==> src/rtl/rainbow_stream_gen.sv <==
// Rainbow pixel stream generator for WS2812-style strings: colour-wheel frames, solid or off modes, latch gap.
// Optional build macro RAINBOW_BRIGHTNESS_EN adds a per-frame brightness scaler on every colour component.
module rainbow_stream_gen #(
    parameter int NUM_PIXELS = 48,
    parameter int HUE_STEP   = 5,
    parameter int PHASE_STEP = 1,
    parameter int GAP_CYCLES = 5000,
    localparam int PXW = (NUM_PIXELS > 1) ? $clog2(NUM_PIXELS) : 1,
    localparam int GW  = (GAP_CYCLES > 1) ? $clog2(GAP_CYCLES) : 1
) (
    input  logic           clk,
    input  logic           rst_n,
    input  logic           enable,
    input  logic [1:0]     mode,
    input  logic [7:0]     solid_hue,
`ifdef RAINBOW_BRIGHTNESS_EN
    input  logic [7:0]     brightness,
`endif
    input  logic           m_ready,
    output logic           m_valid,
    output logic [23:0]    m_pixel,
    output logic [PXW-1:0] m_px_num,
    output logic           m_last,
    output logic           frame_done,
    output logic [7:0]     phase
);

    typedef enum logic [1:0] {S_IDLE, S_STREAM, S_GAP} state_t;

    state_t         state_q, state_d;
    logic [1:0]     mode_q, mode_d;
    logic [7:0]     solid_q, solid_d;
    logic [7:0]     hue_q, hue_d;
    logic [7:0]     phase_q, phase_d;
    logic [PXW-1:0] px_q, px_d;
    logic [GW-1:0]  gap_q, gap_d;
    logic           done_q, done_d;
    logic           start;
    logic [7:0]     start_phase;
    logic           last_px;
`ifdef RAINBOW_BRIGHTNESS_EN
    logic [7:0]     bright_q, bright_d;
`endif

    // A pixel transfers on any cycle with m_valid && m_ready; while m_valid is high and
    // m_ready is low, m_pixel/m_px_num/m_last hold because they depend only on registered state.
    assign last_px = (int'(px_q) == NUM_PIXELS - 1);

    always_comb begin
        state_d     = state_q;
        mode_d      = mode_q;
        solid_d     = solid_q;
        hue_d       = hue_q;
        phase_d     = phase_q;
        px_d        = px_q;
        gap_d       = gap_q;
        done_d      = 1'b0;
        start       = 1'b0;
        start_phase = phase_q;
`ifdef RAINBOW_BRIGHTNESS_EN
        bright_d    = bright_q;
`endif
        case (state_q)
            S_IDLE: begin
                if (enable) start = 1'b1;
            end
            S_STREAM: begin
                if (m_ready) begin
                    if (last_px) begin
                        phase_d = phase_q + 8'(PHASE_STEP);
                        done_d  = 1'b1;
                        px_d    = '0;
                        if (GAP_CYCLES == 0) begin
                            start_phase = phase_d;
                            if (enable) start = 1'b1;
                            else state_d = S_IDLE;
                        end else begin
                            state_d = S_GAP;
                            gap_d   = '0;
                        end
                    end else begin
                        px_d  = px_q + PXW'(1);
                        hue_d = hue_q + 8'(HUE_STEP);
                    end
                end
            end
            S_GAP: begin
                if (int'(gap_q) == GAP_CYCLES - 1) begin
                    gap_d = '0;
                    if (enable) start = 1'b1;
                    else state_d = S_IDLE;
                end else begin
                    gap_d = gap_q + GW'(1);
                end
            end
            default: state_d = S_IDLE;
        endcase
        // Frame-start latch: mode, solid hue and phase are frozen for the whole frame.
        if (start) begin
            state_d = S_STREAM;
            mode_d  = mode;
            solid_d = solid_hue;
            hue_d   = start_phase;
            px_d    = '0;
`ifdef RAINBOW_BRIGHTNESS_EN
            bright_d = brightness;
`endif
        end
    end

    always_ff @(posedge clk or negedge rst_n) begin
        if (!rst_n) begin
            state_q  <= S_IDLE;
            mode_q   <= 2'b00;
            solid_q  <= 8'd0;
            hue_q    <= 8'd0;
            phase_q  <= 8'd0;
            px_q     <= '0;
            gap_q    <= '0;
            done_q   <= 1'b0;
`ifdef RAINBOW_BRIGHTNESS_EN
            bright_q <= 8'd0;
`endif
        end else begin
            state_q  <= state_d;
            mode_q   <= mode_d;
            solid_q  <= solid_d;
            hue_q    <= hue_d;
            phase_q  <= phase_d;
            px_q     <= px_d;
            gap_q    <= gap_d;
            done_q   <= done_d;
`ifdef RAINBOW_BRIGHTNESS_EN
            bright_q <= bright_d;
`endif
        end
    end

    // Returns {B, R, G}, matching the GRB wire packing with G in the low byte.
    function automatic logic [23:0] wheel(input logic [7:0] p);
        logic [7:0] q;
        logic [7:0] t;
        if (p < 8'd85) begin
            t = 8'd3 * p;
            return {8'd0, 8'd255 - t, t};
        end else if (p < 8'd170) begin
            q = p - 8'd85;
            t = 8'd3 * q;
            return {t, 8'd0, 8'd255 - t};
        end else begin
            q = p - 8'd170;
            t = 8'd3 * q;
            return {8'd255 - t, t, 8'd0};
        end
    endfunction

`ifdef RAINBOW_BRIGHTNESS_EN
    function automatic logic [7:0] scale(input logic [7:0] c, input logic [7:0] b);
        logic [15:0] prod;
        prod = {8'd0, c} * ({8'd0, b} + 16'd1);
        return prod[15:8];
    endfunction
`endif

    logic [7:0]  px_hue;
    logic [23:0] px_raw;
    logic [23:0] px_col;

    assign px_hue = (mode_q == 2'b01) ? solid_q : hue_q;
    assign px_raw = wheel(px_hue);
`ifdef RAINBOW_BRIGHTNESS_EN
    assign px_col = {scale(px_raw[23:16], bright_q), scale(px_raw[15:8], bright_q),
                     scale(px_raw[7:0], bright_q)};
`else
    assign px_col = px_raw;
`endif

    assign m_valid    = (state_q == S_STREAM);
    assign m_pixel    = (m_valid && mode_q != 2'b10) ? px_col : 24'd0;
    assign m_px_num   = px_q;
    assign m_last     = m_valid && last_px;
    assign frame_done = done_q;
    assign phase      = phase_q;

endmodule

==> config.mk <==
export PLATFORM = sky130hd
export DESIGN_NAME = rainbow_stream_gen
export DESIGN_NICKNAME = d
export VERILOG_FILES = /design/src/rtl/rainbow_stream_gen.sv
export SDC_FILE = /design/constraint.sdc
export NUM_CORES = 1
export LEC_CHECK = 0
export CAP_MARGIN = 0
export CORE_MARGIN = 4
export CORE_UTILIZATION = 40
export DETAILED_ROUTE_END_ITERATION = 6
export GPL_TIMING_DRIVEN = 0
export SLEW_MARGIN = 10
export SYNTH_ARGS = -nofsm -noshare
export SYNTH_HDL_FRONTEND = slang
export SYNTH_SLANG_ARGS = --single-unit
==> constraint.sdc <==
create_clock -name clk -period 5.7 [get_ports clk]
set_input_delay 1.14 -clock clk [delete_from_list [all_inputs] [get_ports clk]]
set_output_delay 1.14 -clock clk [all_outputs]
set_load 0.05 [all_outputs]
==> parameters.txt, run 1 <==
Parameter                              Value

Status
  Status ... finished clean

Power
  Max IR drop VDD ... 148.4 uV
  Power Dens Cells ... 126.7 mW/mm^2
  Static Leak ... 0.002073 uW
  Overall power after layout ... 599.6 uW

Global route
  Total grt overflow ... 0
  All-layer global routing usage ... 17.24%
  Wire length of the first global-routing pass ... 16200 um
  Number of global-route vias before repair ... 3442
  Antenna violations before repair ... 0
  Pin count of the biggest net entering global routing ... 31

Critical path
  Number of cell instances on the worst register-to-register path ... 8
  Worst Path Max Fanout ... 10
  Critical path class ... flop to primary output
  Worst Setup End Kind ... primary output
  Reg-to-reg endpoint ... gap_q[5]
  Startpoint of the worst-slack reg-to-reg timing path ... m_px_num[0]
  Data arrival time at the worst-slack endpoint ... 4300 ps
  Required time of the worst setup path ... 4560 ps
  Worst Setup EP ... m_pixel[6]
  R2r setup slk ... 2980 ps
  Nature of the critical path startpoint ... flop
  Worst setup path startpoint ... mode_q[0]

Yosys
  Proportion of netlist area held by the largest area contributor ... 30.95%
  Net count after synthesis ... 511
  Commonest register cell after synthesis ... sky130_fd_sc_hd__dfrtp_1
  Async SR Flop Fraction ... 100.0%
  Flip-flop and latch count after synthesis ... 48
  Cells taking the most area after synthesis ... sky130_fd_sc_hd__dfrtp_1 31%, sky130_fd_sc_hd__ha_1 9.0%, sky130_fd_sc_hd__xnor2_1 7.4%
  Number of flops mapped to enable cells by yosys ... 0
  Register area share after synthesis ... 30.95%
  Cell type with the highest aggregate area in the netlist ... sky130_fd_sc_hd__dfrtp_1
  Gate Count Post-Synth ... 467
  Synthesized area ... 0.003881 sq mm
  Number of synthesis warnings ... 0
  Avg Cell Area, Syn ... 8.311 sq um
  Number of unique standard cell types used by synthesis ... 62

Routing
  Remaining routing DRC violations ... 0
  Initial DRC count ... 143
  Count of vias placed by the detailed router ... 3459
  Total length of routed wires ... 9598 um
  Number of iterations in the first detailed-routing pass ... 4
  ANT nets after route ... 0
  Routed via count divided by cell count ... 5.217
  Average wire per cell in the routed design ... 14.48 um

CTS
  Clock buffers created by TritonCTS ... 5
  Maximum count of clock buffers along a single path ... 2
  Post-cts hold buffer count ... 0
  Number of sinks driven by the clock tree ... 48
  Maximum level of the CTS H-tree ... 2
  Clk slew on worst S/H paths ... 90 ps
  Root buffer cell ... sky130_fd_sc_hd__clkbuf_8
  Clock tree from TritonCTS ... yes
  Clock insertion delay at the later pin of the skew report ... 300 ps

Timing
  Setup violators final ... 0
  Slew Limit Fails ... 0
  Achievable clock frequency ... 0.1837 GHz
  RSZ-0062 raised after global routing ... no
  Worst slack on hold paths ... 477.8 ps
  Rel. slew slack ... 57.57%
  Share of the clock period used by the worst path ... 95.51%
  Slew at the pin closest to its max-slew limit ... 618.8 ps
  Fin crit period ... 5444 ps
  Final number of hold-violating endpoints ... 0
  Clock Skews ... 5.029 ps

Cells and area
  Most frequent cells in the layout ... 74 x sky130_fd_sc_hd__nand2_1, 48 x sky130_fd_sc_hd__dfrtp_1, 45 x sky130_fd_sc_hd__clkdlybuf4s50_1
  Post-route design area ... 0.004731 sq mm
  Number of antenna repair diodes ... 0
  Area Growth Syn to Fin ... 21.89%
  Commonest non-fill, non-tap cell in the layout ... sky130_fd_sc_hd__nand2_1
  Final net count ... 577
  Layout cell share with drive strength beyond 1 ... 7.116%
  Final core utilization ... 50.72%

Min path
  Class of the tightest hold or removal check ... flop to flop

Run
  Max-cap violations ... 0

Floorplan
  Core Area ... 0.009328 sq mm
  Die Width ... 106.5 um
  Total die area ... 0.01134 sq mm
  Initial core utilization ... 41.61%
  Chip height ... 106.5 um
  Number of standard-cell rows in the floorplan ... 35
  I/O Pins ... 55

Placed design
  Port Buffer Count ... 54
  HPWL after DPL ... 7627 um
  Placed cell area ... 0.004598 sq mm
  Routability congestion estimate from global placement ... 0.8783
==> routing by layer <==
layer / global-route usage [%] / vias up / wire length (um)
met5: 0 / - / 0
met4: 5.023 / 0 / 110
met3: 2.125 / 9 / 325
met2: 30.68 / 69 / 4780
met1: 21.89 / 1627 / 4381
li1: - / 1754 / -
==> synthesized netlist by cell type (all sizes together) (2+ instances only) <==
cell type   n
xnor2      34
and3       14
mux2i       9
a21oi      27
nor2b       9
ha         28
o22ai       2
a311oi      2
o31ai       5
nand2b     10
inv        20
xor2        8
a31oi       4
clkbuf     13
or2         3
a21o        4
nor2       40
and2        3
mux2        4
nor3        5
nor3b       4
o21bai      4
a211oi      7
nand4       4
buf         3
nand2      74
nand3      16
a221o       2
dfrtp      48
o21ai      39
fa          2
==> area by class of cell <==
cell class	instances	area [sq um]
Sequential cell	48	1201
Clock buffer	6	72.57
Fill cell	911	4597
Buffer	16	85.08
Tap cell	129	161.4
Inverter	20	75.07
Clock inverter	2	35.03
Multi-Input combinational cell	383	2536
Timing Repair Buffer	59	564.3
==> logic make-up (layout without fill, tap and decap cells) <==
group / Yosys count / in the layout / share of synthesized area, %
buf+inv: 36 / 103 / 4.126
flops: 48 / 48 / 30.95
simple gates: 190 / 190 / 23.37
fa+ha+maj: 31 / 31 / 10.32
mux: 13 / 13 / 3.997
compound gates: 107 / 107 / 17.09
xor+xnor: 42 / 42 / 10.16
==> registers in the layout, summed over array words and instances, names as in the netlist <==
signal and count:
frame_done 1, state_q 2, phase 8, mode_q 2, hue_q 8, solid_q 8
gap_q 13, m_px_num 6
==> worst min path at each step <==
| stage | startpoint | to | slack [ps] | cells after the start |
|---|---|---|---|---|
| floorplan | gap_q[9] | gap_q[9] | 440 | 1 |
| global route | gap_q[9] | gap_q[9] | 520 | 1 |
| finish | solid_q[6] | solid_q[6] | 480 | 2 |
| CTS | solid_q[6] | solid_q[6] | 480 | 2 |
| global placement | solid_q[5] | solid_q[5] | 460 | 2 |
| detailed placement | solid_q[6] | solid_q[6] | 460 | 2 |
==> through the flow <==
step / TNS (ps) / worst slack [ps] / std cells
after CTS: 0 / 1.424 / 660
after detailed placement: -1002 / -318.8 / 651
final: 0 / 255.7 / 663
after global routing: 0 / 10.55 / 663
after floorplan: 0 / 308.4 / 467
after global placement: -738.2 / -261.0 / 650
==> where the power goes <==
group          internal (uW)  switching [uW]
sequential               340               0
clock                    130             112
combinational           8.88            8.46
==> worst max-delay path, stage by stage, from the launching register on <==
cell and delay, ps:
sky130_fd_sc_hd__dfrtp_1 430, sky130_fd_sc_hd__nor2b_4 190, sky130_fd_sc_hd__buf_12 150, sky130_fd_sc_hd__mux2i_4 260, sky130_fd_sc_hd__inv_1 120, sky130_fd_sc_hd__ha_1 260
sky130_fd_sc_hd__and4b_1 210, sky130_fd_sc_hd__a311o_1 410, sky130_fd_sc_hd__xnor2_4 190, sky130_fd_sc_hd__ha_1 240, sky130_fd_sc_hd__inv_1 90, sky130_fd_sc_hd__o21ai_0 140
sky130_fd_sc_hd__maj3_1 370, sky130_fd_sc_hd__a21oi_1 180, sky130_fd_sc_hd__xnor2_1 230, sky130_fd_sc_hd__a31oi_1 140, sky130_fd_sc_hd__nor2_1 100, sky130_fd_sc_hd__buf_2 270
==> timing repair <==
action | in CTS | in global routing
buffers inserted | 1 | 3
endpoints found under the setup margin | 8 | 7
hold endpoints to repair | 0 | 0
pin swaps | 0 | 1
gates resized for setup | 15 | 11
Note: power is estimated with default switching activity, not from simulation.
==> inputs of run 2 (changes only) <==
--- a/config.mk
+++ b/config.mk
@@ -6,5 +6,5 @@
 export NUM_CORES = 1
 export LEC_CHECK = 0
-export CAP_MARGIN = 0
+export CAP_MARGIN = 20
 export CORE_MARGIN = 4
 export CORE_UTILIZATION = 40
==> constraint.sdc (replaced) <==
create_clock -name clk -period 5.7 [get_ports clk]
set_input_delay 0.855 -clock clk [delete_from_list [all_inputs] [get_ports clk]]
set_output_delay 0.855 -clock clk [all_outputs]
set_load 0.05 [all_outputs]
==> run 2 against run 1 <==
Against the previous run: first-iteration DRC count grew 10%; fmax about the same; combinational power is essentially flat; sequential share of layout area barely moved; non-clock buffer count shrank 2; clock skew hardly changed; critical endpoint unchanged.
==> parameters.txt, run 2 (same netlist as run 1, synthesis figures left out) <==
Parameter                              Value

CTS
  Maximum count of clock buffers along a single path ... 2
  Clock buffers created by TritonCTS ... 5
  Clock tree from TritonCTS ... yes
  Root buffer cell ... sky130_fd_sc_hd__clkbuf_8
  Clk slew on worst S/H paths ... 90 ps
  Number of sinks driven by the clock tree ... 48
  Maximum level of the CTS H-tree ... 2
  Clock insertion delay at the later pin of the skew report ... 300 ps

Timing
  Slew at the pin closest to its max-slew limit ... 636.8 ps
  Achievable clock frequency ... 0.1836 GHz
  Setup TNS ... 0 ps
  Rel. slew slack ... 56.33%
  Share of the clock period used by the worst path ... 95.55%
  Slew Limit Fails ... 0
  Clock Skews ... 4.784 ps
  Final number of hold-violating endpoints ... 0
  Setup violators final ... 0
  Final critical-path setup slack ... 253.6 ps
  Fin crit period ... 5446 ps

Critical path
  Family with the most delay on the worst path ... adder cells
  Startpoint of the worst-slack reg-to-reg timing path ... m_px_num[0]
  Worst Path Max Fanout ... 10
  Data arrival time at the worst-slack endpoint ... 4590 ps
  Largest stage delay on the critical path ... 430 ps
  R2r setup slk ... 2980 ps
  Reg-to-reg endpoint ... gap_q[5]
  Number of cell instances on the worst register-to-register path ... 8
  Critical path class ... flop to primary output
  Required time of the worst setup path ... 4850 ps
  Nature of the critical path startpoint ... flop
  Cell chain of the critical path ... nor2b_4 -> buf_12 -> mux2i_4 -> inv_1 -> ha_1 -> and4b_1 -> a311o_1 -> xnor2_4 -> ha_1 -> inv_1 -> o21ai_0 -> maj3_1 -> a21oi_1 -> xnor2_1 -> a31oi_1 -> nor2_1 -> clkdlybuf4s15_2
  Worst setup path startpoint ... mode_q[0]
  Buffers plus inverters on the worst setup path ... 4
  Critical path's slowest cell ... sky130_fd_sc_hd__dfrtp_1
  Worst Setup End Kind ... primary output

Power
  Max IR drop VDD ... 148.4 uV
  Power Dens Cells ... 127.3 mW/mm^2
  Static Leak ... 0.002057 uW

Cells and area
  Most frequent cells in the layout ... 74 x sky130_fd_sc_hd__nand2_1, 48 x sky130_fd_sc_hd__dfrtp_1, 46 x sky130_fd_sc_hd__clkdlybuf4s50_1
  Register cell area after layout ... 0.001201 sq mm
  Layout cell share with drive strength beyond 1 ... 6.579%
  Commonest non-fill, non-tap cell in the layout ... sky130_fd_sc_hd__nand2_1
  Top reg by flops ... gap_q
  Number of antenna repair diodes ... 0
  Final net count ... 575
  Area of combinational cells with multiple inputs ... 0.002527 sq mm
  Area Growth Syn to Fin ... 21.73%
  Flip-flop count of the largest register, all copies and words added ... 13
  Fill cells ... 910

Min path
  Worst hold path depth ... 2
  Source of the worst hold timing path ... solid_q[6]
  Class of the tightest hold or removal check ... flop to flop
  Worst min-delay path endpoint ... solid_q[6]

Floorplan
  Chip height ... 106.5 um
  Number of standard-cell rows in the floorplan ... 35
  Core Area ... 0.009328 sq mm
  Die Width ... 106.5 um
  Initial core utilization ... 41.61%
  I/O Pins ... 55
  Total die area ... 0.01134 sq mm

Routing
  Routed via count divided by cell count ... 5.247
  Initial DRC count ... 158
  Number of iterations in the first detailed-routing pass ... 4
  Average wire per cell in the routed design ... 14.54 um
  Total length of routed wires ... 9609 um
  Count of vias placed by the detailed router ... 3468
  ANT nets after route ... 0
  Remaining routing DRC violations ... 0

Global route
  Antenna violations before repair ... 0
  Wire length of the first global-routing pass ... 16190 um
  Number of global-route vias before repair ... 3445
  Total grt overflow ... 0
  All-layer global routing usage ... 17.19%
  Pin count of the biggest net entering global routing ... 31

Status
  Status ... finished clean

Placed design
  Routability congestion estimate from global placement ... 0.8783
  Post-place setup slack ... -33.83 ps
  Port Buffer Count ... 54
  HPWL after DPL ... 7627 um

Run
  Max-cap violations ... 0
run 2: worst max path at each step:
stage	slack [ps]	end	depth (start not counted)
2_1_floorplan	590	m_pixel[4]	14
3_3_place_gp	20	m_pixel[6]	17
3_5_place_dp	-30	m_pixel[6]	17
4_1_cts	20	m_pixel[20]	15
5_1_grt	-7	m_pixel[6]	17
6_report	250	m_pixel[6]	17
run 2: final cells by class:
| type | count | area share (%) |
|---|---|---|
| sequential | 48 | 25.42 |
| clock buffer | 6 | 1.536 |
| multi-input combinational | 383 | 53.50 |
| buffer | 16 | 1.801 |
| inverter | 20 | 1.589 |
| clock inverter | 2 | 0.7415 |
| tap | 129 | 3.416 |
| timing repair buffer | 57 | 12.00 |
run 2: per-layer routing:
| layer | part of all wire (%) | track usage (%) | vias to the layer above |
|---|---|---|---|
| li1 | - | - | 1750 |
| met1 | 46 | 21.78 | 1628 |
| met2 | 49 | 30.63 | 76 |
| met3 | 3.5 | 2.186 | 14 |
| met4 | 1.9 | 4.932 | 0 |
| met5 | 0 | 0 | - |
run 2: where the power goes:
group | switching (uW) | leakage [uW] | internal [uW]
Combinational | 8.55 | 0.00135 | 8.88
Clock | 113 | 0.0000552 | 130
Sequential | 0 | 0.000651 | 340
Total | 122 | 0.00206 | 479
run 2: repair_timing:
| item | CTS | global route |
|---|---|---|
| setup buffers | 0 | 2 |
| hold buffers | 0 | 0 |
| resized for setup | 11 | 4 |
| endpoints found under the hold margin | 0 | 0 |
| endpoints found under the setup margin | 6 | 8 |
run 2: worst reg2reg max path, stage by stage, from the launching register on:
cell,delay (ps)
sky130_fd_sc_hd__dfrtp_1,430
sky130_fd_sc_hd__ha_1,220
sky130_fd_sc_hd__nand3_1,140
sky130_fd_sc_hd__or3b_2,550
sky130_fd_sc_hd__nor2_1,480
sky130_fd_sc_hd__nor2_1,190
sky130_fd_sc_hd__clkbuf_1,260
sky130_fd_sc_hd__o21ai_0,210
sky130_fd_sc_hd__o21ai_0,130
run 2: per-stage QoR:
stage	hold slack, ps	instances	power, uW	cell area, sq um	util (%)
3_3_place_gp	458.7	650	363.8	4583	49.13
3_5_place_dp	463.1	651	365.2	4598	49.30
5_1_grt	516.8	661	623.0	4725	50.65
4_1_cts	484.6	659	608.8	4707	50.46
6_report	481.2	661	601.4	4725	50.65
2_1_floorplan	437.0	467	347.2	3881	-
==> inputs of run 3 (changes only) <==
--- a/config.mk
+++ b/config.mk
@@ -7,4 +7,5 @@
 export LEC_CHECK = 0
 export CAP_MARGIN = 20
+export CORE_ASPECT_RATIO = 0.7
 export CORE_MARGIN = 4
 export CORE_UTILIZATION = 40
==> constraint.sdc (replaced) <==
create_clock -name clk -period 5.7 [get_ports clk]
set_input_delay 0.855 -clock clk [delete_from_list [all_inputs] [get_ports clk]]
set_output_delay 0.855 -clock clk [all_outputs]
set_load 0.01 [all_outputs]
==> run 3 against run 2 <==
Against the previous run: power is 6.5% higher; largest power group unchanged; routed wire length is 7.9% higher; critical endpoint unchanged; worst hold slack worse by 0.77 ps; largest cell class unchanged.
==> parameters.txt, run 3 (same netlist as run 1, synthesis figures left out) <==
Parameter                              Value

Status
  Status ... finished clean

Power
  Overall power after layout ... 640.2 uW
  Static Leak ... 0.002042 uW
  Max IR drop VDD ... 105.0 uV
  Power Dens Cells ... 134.1 mW/mm^2

Cells and area
  Layout cell share with drive strength beyond 1 ... 6.567%
  Final net count ... 577
  Non-filler cells in the finished layout ... 657
  Top reg by flops ... gap_q
  Area Growth Syn to Fin ... 23.02%
  Most frequent cells in the layout ... 74 x sky130_fd_sc_hd__nand2_1, 53 x sky130_fd_sc_hd__clkdlybuf4s50_1, 48 x sky130_fd_sc_hd__dfrtp_1
  Commonest non-fill, non-tap cell in the layout ... sky130_fd_sc_hd__nand2_1
  Number of antenna repair diodes ... 0
  Flip-flop count of the largest register, all copies and words added ... 13
  Post-route design area ... 0.004775 sq mm

CTS
  Clock insertion delay at the later pin of the skew report ... 290 ps
  Maximum level of the CTS H-tree ... 2
  Maximum count of clock buffers along a single path ... 2
  Number of sinks driven by the clock tree ... 48
  Root buffer cell ... sky130_fd_sc_hd__clkbuf_16
  Clk slew on worst S/H paths ... 60 ps
  Clock tree from TritonCTS ... yes
  Clock buffers created by TritonCTS ... 5

Floorplan
  I/O Pins ... 55
  Total die area ... 0.01137 sq mm
  Initial core utilization ... 41.95%
  Chip height ... 90.42 um
  Number of standard-cell rows in the floorplan ... 29
  Core Area ... 0.009253 sq mm
  Die Width ... 125.7 um

Critical path
  Family with the most delay on the worst path ... adder cells
  Required time of the worst setup path ... 4850 ps
  Cell chain of the critical path ... nor2b_4 -> buf_12 -> mux2i_4 -> inv_1 -> ha_1 -> and4b_1 -> a311o_1 -> xnor2_4 -> ha_1 -> inv_1 -> o21ai_0 -> maj3_1 -> a21oi_2 -> xnor2_2 -> a31oi_1 -> nor2_1 -> clkdlybuf4s50_1
  Nature of the critical path startpoint ... flop
  Critical path class ... flop to primary output
  Worst Setup End Kind ... primary output
  Data arrival time at the worst-slack endpoint ... 4580 ps
  Largest stage delay on the critical path ... 540 ps
  Worst Path Max Fanout ... 10
  Buffers plus inverters on the worst setup path ... 4
  Critical path's slowest cell ... sky130_fd_sc_hd__clkdlybuf4s50_1

Global route
  Wire length of the first global-routing pass ... 17170 um
  Total grt overflow ... 0
  All-layer global routing usage ... 18.28%
  Pin count of the biggest net entering global routing ... 26
  Number of global-route vias before repair ... 3251
  Antenna violations before repair ... 0

Placed design
  Placed cell area ... 0.004592 sq mm
  Port Buffer Count ... 54
  HPWL after DPL ... 8087 um
  Routability congestion estimate from global placement ... 0.8728
  Number of placed instances, taps included ... 646

Timing
  Rel. slew slack ... 56.73%
  Slew at the pin closest to its max-slew limit ... 631.1 ps
  Final number of hold-violating endpoints ... 0
  Fin crit period ... 5435 ps
  Slew Limit Fails ... 0
  Worst slack on hold paths ... 480.4 ps
  Setup violators final ... 0
  Share of the clock period used by the worst path ... 95.34%
  Clock Skews ... 8.783 ps
  Achievable clock frequency ... 0.1840 GHz

Routing
  Initial DRC count ... 237
  ANT nets after route ... 0
  Average wire per cell in the routed design ... 15.78 um
  Remaining routing DRC violations ... 0
  Number of iterations in the first detailed-routing pass ... 5
  Total length of routed wires ... 10370 um
  Count of vias placed by the detailed router ... 3548
  Routed via count divided by cell count ... 5.400

Min path
  Class of the tightest hold or removal check ... flop to flop

Run
  Max-cap violations ... 0
-- run 3: cell count changes in the layout (fill, tap and decap cells not counted), moves of 2 or more --
| cell | before | now |
|---|---|---|
| sky130_fd_sc_hd__clkdlybuf4s15_2 | 2 | 0 |
| sky130_fd_sc_hd__buf_4 | 2 | 4 |
| sky130_fd_sc_hd__dlygate4sd2_1 | 3 | 0 |
| sky130_fd_sc_hd__clkdlybuf4s50_1 | 46 | 53 |
| sky130_fd_sc_hd__clkbuf_8 | 5 | 0 |
| sky130_fd_sc_hd__clkbuf_16 | 0 | 5 |
-- run 3: power breakdown --
part / internal, uW / switching [uW]
logic: 8.90 / 8.89
registers: 341 / 0
clock network: 160 / 122
total: 509 / 131
-- run 3: repair_timing --
item,in CTS,in global routing
setup endpoints to repair,2,4
buffers inserted,1,3
hold buffers,0,0
gates resized for setup,0,4
pin swaps,0,1
-- run 3: layer usage --
layer	share of wire [%]	track usage (%)	vias up
li1	-	-	1758
met1	56	31.82	1676
met2	37	22.64	111
met3	7.1	3.723	3
met4	0.21	2.143	0
met5	0	0	-
-- run 3: final timing paths --
| kind | startpoint | endpoint | slack [ps] | depth (start not counted) |
|---|---|---|---|---|
| max | mode_q[0] | m_pixel[6] | 270 | 17 |
| min | gap_q[9] | gap_q[9] | 480 | 1 |
| max reg2reg | m_px_num[0] | gap_q[11] | 2910 | 8 |
| min reg2reg | gap_q[9] | gap_q[9] | 480 | 1 |
| max in group asynchronous | rst_n | phase[7] | 4580 | 2 |
| min in group asynchronous | rst_n | m_px_num[4] | 570 | 1 |
-- run 3: area by class of cell --
class	instances	area [sq um]
Buffer	16	85.08
Clock buffer	6	128.9
Clock inverter	1	5.005
Fill cell	868	4478
Inverter	20	75.07
Multi-Input combinational cell	383	2539
Sequential cell	48	1201
Tap cell	124	155.1
Timing Repair Buffer	59	585.6
-- run 3: metrics by stage --
stage               setup WS, ps  utilization [%]  setup TNS, ps
global route              -25.83            51.60         -46.19
global placement           265.5            49.47              0
finish                     265.4            51.60              0
detailed placement         244.1            49.63              0
CTS                        36.06            51.16              0
floorplan                   1171                -              0
==> edit 1: new RTL, settings of run 2 <==
Change the parameter `GAP_CYCLES` from 5000 to 20000.
--- a/src/rtl/rainbow_stream_gen.sv
+++ b/src/rtl/rainbow_stream_gen.sv
@@ -5,5 +5,5 @@
     parameter int HUE_STEP   = 5,
     parameter int PHASE_STEP = 1,
-    parameter int GAP_CYCLES = 5000,
+    parameter int GAP_CYCLES = 20000,
     localparam int PXW = (NUM_PIXELS > 1) ? $clog2(NUM_PIXELS) : 1,
     localparam int GW  = (GAP_CYCLES > 1) ? $clog2(GAP_CYCLES) : 1
Function: same outputs for any inputs over 4 cycles, from zero or initial values and one cycle with rst_n low; that may be too few to reach the edited logic, so the function may still have changed.
==> edit 1 against run 2 <==
- sequential power up 4%
- cell area increased by 1.3%
- total power decreased by 0.88%
- sequential share of layout area rose by 0.73 points
- synthesized cell count rose by 1.9%
- routed wire length increased by 6.3%
- via count increased by 4.5%
- setup slack better by 62 ps
- synthesized area is 1.8% higher
- register-to-register slack improved by 140 ps
- global-route usage increased by 1.3 points
- sequential cell count increased by 2
- core utilization shrank 1.2 points
- critical path type unchanged
==> edit 1: results (changes against run 2) <==
Syn_nets = 517 (was 511)
Worst R2R Path Depth = 9 (was 8)
Status = finished, final reports clean (unchanged)
Largest cells by area after synthesis = dfrtp_1, ha_1, nand2_1 (was dfrtp_1, ha_1, xnor2_1)
DR iter-0 viols = 177 (was 158)
Largest net degree at the start of global routing = 28 (was 31)
First-pass GRT wire length = 17600 um (was 16200 um)
GRT Util Overall = 18.5% (was 17.2%)
Ranking of synthesized cells by instance count = nand2_1, dfrtp_1, nor2_1, o21ai_0, a21oi_1 (was nand2_1, dfrtp_1, nor2_1, o21ai_0, xnor2_1)
CTS resizes = 1 (was 11)
# nets final = 579 (was 575)
Post-Layout Cell Count = 672 (was 661)
Dpl hpwl = 8050 um (was 7630 um)
Hold path endpoint = solid_q[5] (was solid_q[6])
Clock Pin Slew Worst Setup and Hold Paths = 110 ps (was 90 ps)
Register area share after synthesis = 31.7% (was 30.9%)
Number of flip-flops in the largest register = 15 (was 13)
Flop-to-flop setup slack = 3120 ps (was 2980 ps)
Critical Path AT = 4530 ps (was 4590 ps)
Routability cong. = 0.849 (was 0.878)
Lkg Pwr = 2.12 nW (was 2.06 nW)
Clk Latency, worst-skew pair = 320 ps (was 300 ps)
Post-Syn Area per Cell = 8.30 um^2 (was 8.31 um^2)
Vias per cell = 5.39 (was 5.25)
Layout cell share with drive strength beyond 1 = 5.94% (was 6.58%)
Vias in the first global route = 3598 (was 3445)
Dpl cells = 664 (was 651)
R2R Path End = gap_q[8] (was gap_q[5])
Crit-path max FO = 7 (was 10)
-- edit 1: cell families (layout without fill, tap and decap cells) --
group                    count (synthesis)  count (layout)  share of synthesized area (%)
AND/OR/NAND/NOR                        197             197                           23.2
XOR/XNOR                                38              38                           9.15
AO/OA/AOI/OAI                          116             116                           18.9
adder cells (fa/ha/maj)                 28              28                           9.18
buffers and inverters                   31              94                           3.32
multiplexers                            16              16                           4.53
flip-flops                              50              50                           31.7
-- edit 1: layer usage --
| layer | track usage (%) | wire [um] | vias up |
|---|---|---|---|
| li1 | - | - | 1812 |
| met1 | 25.4 | 4810 | 1729 |
| met2 | 31.1 | 4920 | 70 |
| met3 | 2.40 | 343 | 12 |
| met4 | 4.42 | 141 | 0 |
| met5 | 0 | 0 | - |
-- edit 1: where the power goes --
group | leakage [nW] | switching [mW] | internal, mW | total (mW)
combinational | 1.41 | 0.00893 | 0.00890 | 0.0178
sequential | 0.658 | 0 | 0.354 | 0.354
clock | 0.0502 | 0.133 | 0.0912 | 0.224
-- edit 1: metrics by stage --
stage	utilization, %	hold WS, ps	setup WS (ps)	area (um^2)
global placement	48.1	456	389	4660
CTS	49.3	490	123	4770
detailed placement	48.3	463	334	4670
floorplan	-	440	662	3950
global route	49.4	523	15.7	4780
finish	49.4	486	316	4780
-- edit 1: layout make-up --
cell class | instances | area (um^2) | share of cell area (%)
Buffer | 18 | 82.6 | 1.73
Clock buffer | 5 | 68.8 | 1.44
Clock inverter | 3 | 28.8 | 0.601
Inverter | 13 | 48.8 | 1.02
Multi-Input combinational cell | 395 | 2580 | 53.9
Sequential cell | 50 | 1250 | 26.2
Tap cell | 133 | 166 | 3.48
Timing Repair Buffer | 55 | 561 | 11.7
-- edit 1: worst max-delay path, stage by stage, from the launching register on --
cell             delay [ps]
dfrtp_1                 440
nor2b_4                 190
mux2_2                  430
ha_1                    270
and4b_1                 220
a311oi_4                360
xnor2_2                 200
ha_1                    290
a211o_1                 250
a2111o_1                430
o21ai_2                  90
xnor2_1                  90
a21boi_1                140
clkdlybuf4s50_1         810
-- edit 1: how the worst max path moves through the flow --
stage               from           to  cells past startpoint  slack [ps]
2_1_floorplan  mode_q[0]  m_pixel[22]                     12         660
3_3_place_gp   mode_q[0]   m_pixel[6]                     14         390
3_5_place_dp   mode_q[0]   m_pixel[6]                     14         330
4_1_cts        mode_q[0]  m_pixel[22]                     14         120
5_1_grt        mode_q[0]   m_pixel[6]                     14          20
6_report       mode_q[0]  m_pixel[23]                     13         320
==> edit 2: new RTL, settings of run 2 <==
Without the edit above. The 3 states of `state_t` get a one-hot encoding in 3 bits.
--- a/src/rtl/rainbow_stream_gen.sv
+++ b/src/rtl/rainbow_stream_gen.sv
@@ -26,5 +26,5 @@
 );
 
-    typedef enum logic [1:0] {S_IDLE, S_STREAM, S_GAP} state_t;
+    typedef enum logic [2:0] {S_IDLE = 3'b001, S_STREAM = 3'b010, S_GAP = 3'b100} state_t;
 
     state_t         state_q, state_d;
Behaviour: no difference found for any inputs over 4 cycles, from zero or initial values and one cycle with rst_n low; so few cycles prove little.
==> edit 2 against run 2 <==
- routed wire length decreased by 0.55%
- sequential cell count increased by 1
- largest cell class unchanged
- setup slack got worse by 44 ps
- cell area increased by 3.5%
- non-clock buffer count increased by 6
- clock skew increased by 1.3 ps
- critical path depth decreased by 2
- synthesized area increased by 2.8%
- cell count decreased by 1.5%
- critical endpoint is now m_pixel[20]
Power is left out: it rests on default switching activity, and per cell area and clock period it moved more than threefold.
==> edit 2: results (changes against run 2) <==
First-pass GRT wire length = 16000 um (was 16200 um)
Worst slack, placed = -142 ps (was -33.8 ps)
Reg with most FFs = gap_q (unchanged)
Yosys warning total = 0 (unchanged)
Ys async rst share = 100% (unchanged)
H-tree depth = 2 (unchanged)
Synth unique cells = 69 (was 62)
Filler instances = 963 (was 910)
Crit-path max FO = 10 (unchanged)
Register area share after synthesis = 30.8% (was 30.9%)
Layout cell share with drive strength beyond 1 = 11.4% (was 6.58%)
Post-Layout Cell Count = 651 (was 661)
Largest cells by area after synthesis = dfrtp_1, ha_1, xnor2_1 (unchanged)
Area leader, netlist = dfrtp_1 (unchanged)
Area after detailed placement = 0.00471 mm^2 (was 0.00460 mm^2)
TritonRoute pass-1 iters = 4 (unchanged)
Port Buffer Count = 54 (unchanged)
Clk Latency, worst-skew pair = 300 ps (about the same)
Area of the multi-input gates = 0.00263 mm^2 (was 0.00253 mm^2)
DR iter-0 viols = 123 (was 158)
Vias = 3446 (was 3468)
Routed wire length = 9560 um (was 9610 um)
Slowest CP cell = clkdlybuf4s50_1 (was dfrtp_1)
Largest net degree at the start of global routing = 30 (was 31)
Ranking of synthesized cells by instance count = dfrtp_1, nor2_1, nand2_1, o21ai_0, xnor2_1 (was nand2_1, dfrtp_1, nor2_1, o21ai_0, xnor2_1)
Final setup violation count = 0 (unchanged)
Antenna violations before repair = 0 (unchanged)
Diodes inserted = 0 (unchanged)
Worst path top cell family by delay = buffers and inverters (was adder cells)
Clock Pin Slew Worst Setup and Hold Paths = 90 ps (about the same)
GRT Util Overall = 16.7% (was 17.2%)
# nets final = 562 (was 575)
Slowest stage delay, CP = 830 ps (was 430 ps)
Dpl cells = 636 (was 651)
Status = finished, final reports clean (unchanged)
Syn_nets = 492 (was 511)
Tightest Hold Check Type = input port to asynchronous set/reset pin (was flop to flop)
Post-Syn Area per Cell = 8.91 um^2 (was 8.31 um^2)
Dpl hpwl = 7580 um (was 7630 um)
Vias in the first global route = 3277 (was 3445)
Skew final = 6.05 ps (was 4.78 ps)
Routability cong. = 0.889 (was 0.878)
CTS max path bufs = 2 (unchanged)
Root Buffer = clkbuf_8 (unchanged)
Slew of the pin with the lowest slew margin = 748 ps (was 637 ps)
Num CTS Buffers = 5 (unchanged)
[edit 2: changes by cell type in the layout (fill, tap and decap cells not counted), sizes merged, moves of 3 or more]
cell	delta
nor2	+5
a21o	+4
buf	+7
mux2	+10
nor2b	-5
nand2b	-6
nand3	+7
o31ai	-3
nand2	-38
[edit 2: final cells by class]
class / instances / area share (%)
clock inverters: 2 / 0.717
multi-input cells: 365 / 53.8
flip-flops and latches: 49 / 25.1
repair buffers: 63 / 12.4
well taps: 133 / 3.40
plain buffers: 16 / 1.79
inverters: 18 / 1.38
clock buffers: 5 / 1.41
[edit 2: path summary, 6_finish.rpt]
kind | start | end | slack [ps] | depth (start not counted)
worst max register to register | gap_q[10] | hue_q[3] | 2970 | 9
worst min register to register | solid_q[6] | solid_q[6] | 510 | 1
worst max-delay path | mode_q[0] | m_pixel[20] | 210 | 15
min in group clk | solid_q[6] | solid_q[6] | 510 | 1
max in group asynchronous | rst_n | state_q[0] | 4610 | 2
worst min-delay path | rst_n | gap_q[1] | 500 | 1
[edit 2: timing repair]
item | in CTS | in global routing
gates resized for setup | 13 | 8
hold endpoints to repair | 0 | 0
endpoints found under the setup margin | 6 | 7
setup buffers | 0 | 8
pin swaps | 0 | 1
[edit 2: kinds of logic after synthesis]
| group | count (synthesis) | share of synthesized area, % |
|---|---|---|
| and+or+nand+nor | 156 | 19.9 |
| AOI/OAI and AO/OA | 113 | 18.9 |
| DFF | 49 | 30.8 |
| xor gates and xnor gates | 43 | 10.1 |
| buffers and inverters | 34 | 3.89 |
| adders and majority gates | 31 | 10.0 |
| muxes | 22 | 6.46 |
[edit 2: per-layer routing]
metal  wire length, um  vias up  global-route usage, %
met5                 0        -                      0
met3               321       12                   2.04
met4               176        0                   4.78
li1                  -     1744                      -
met2              4570       75                   28.2
met1              4490     1615                   22.5
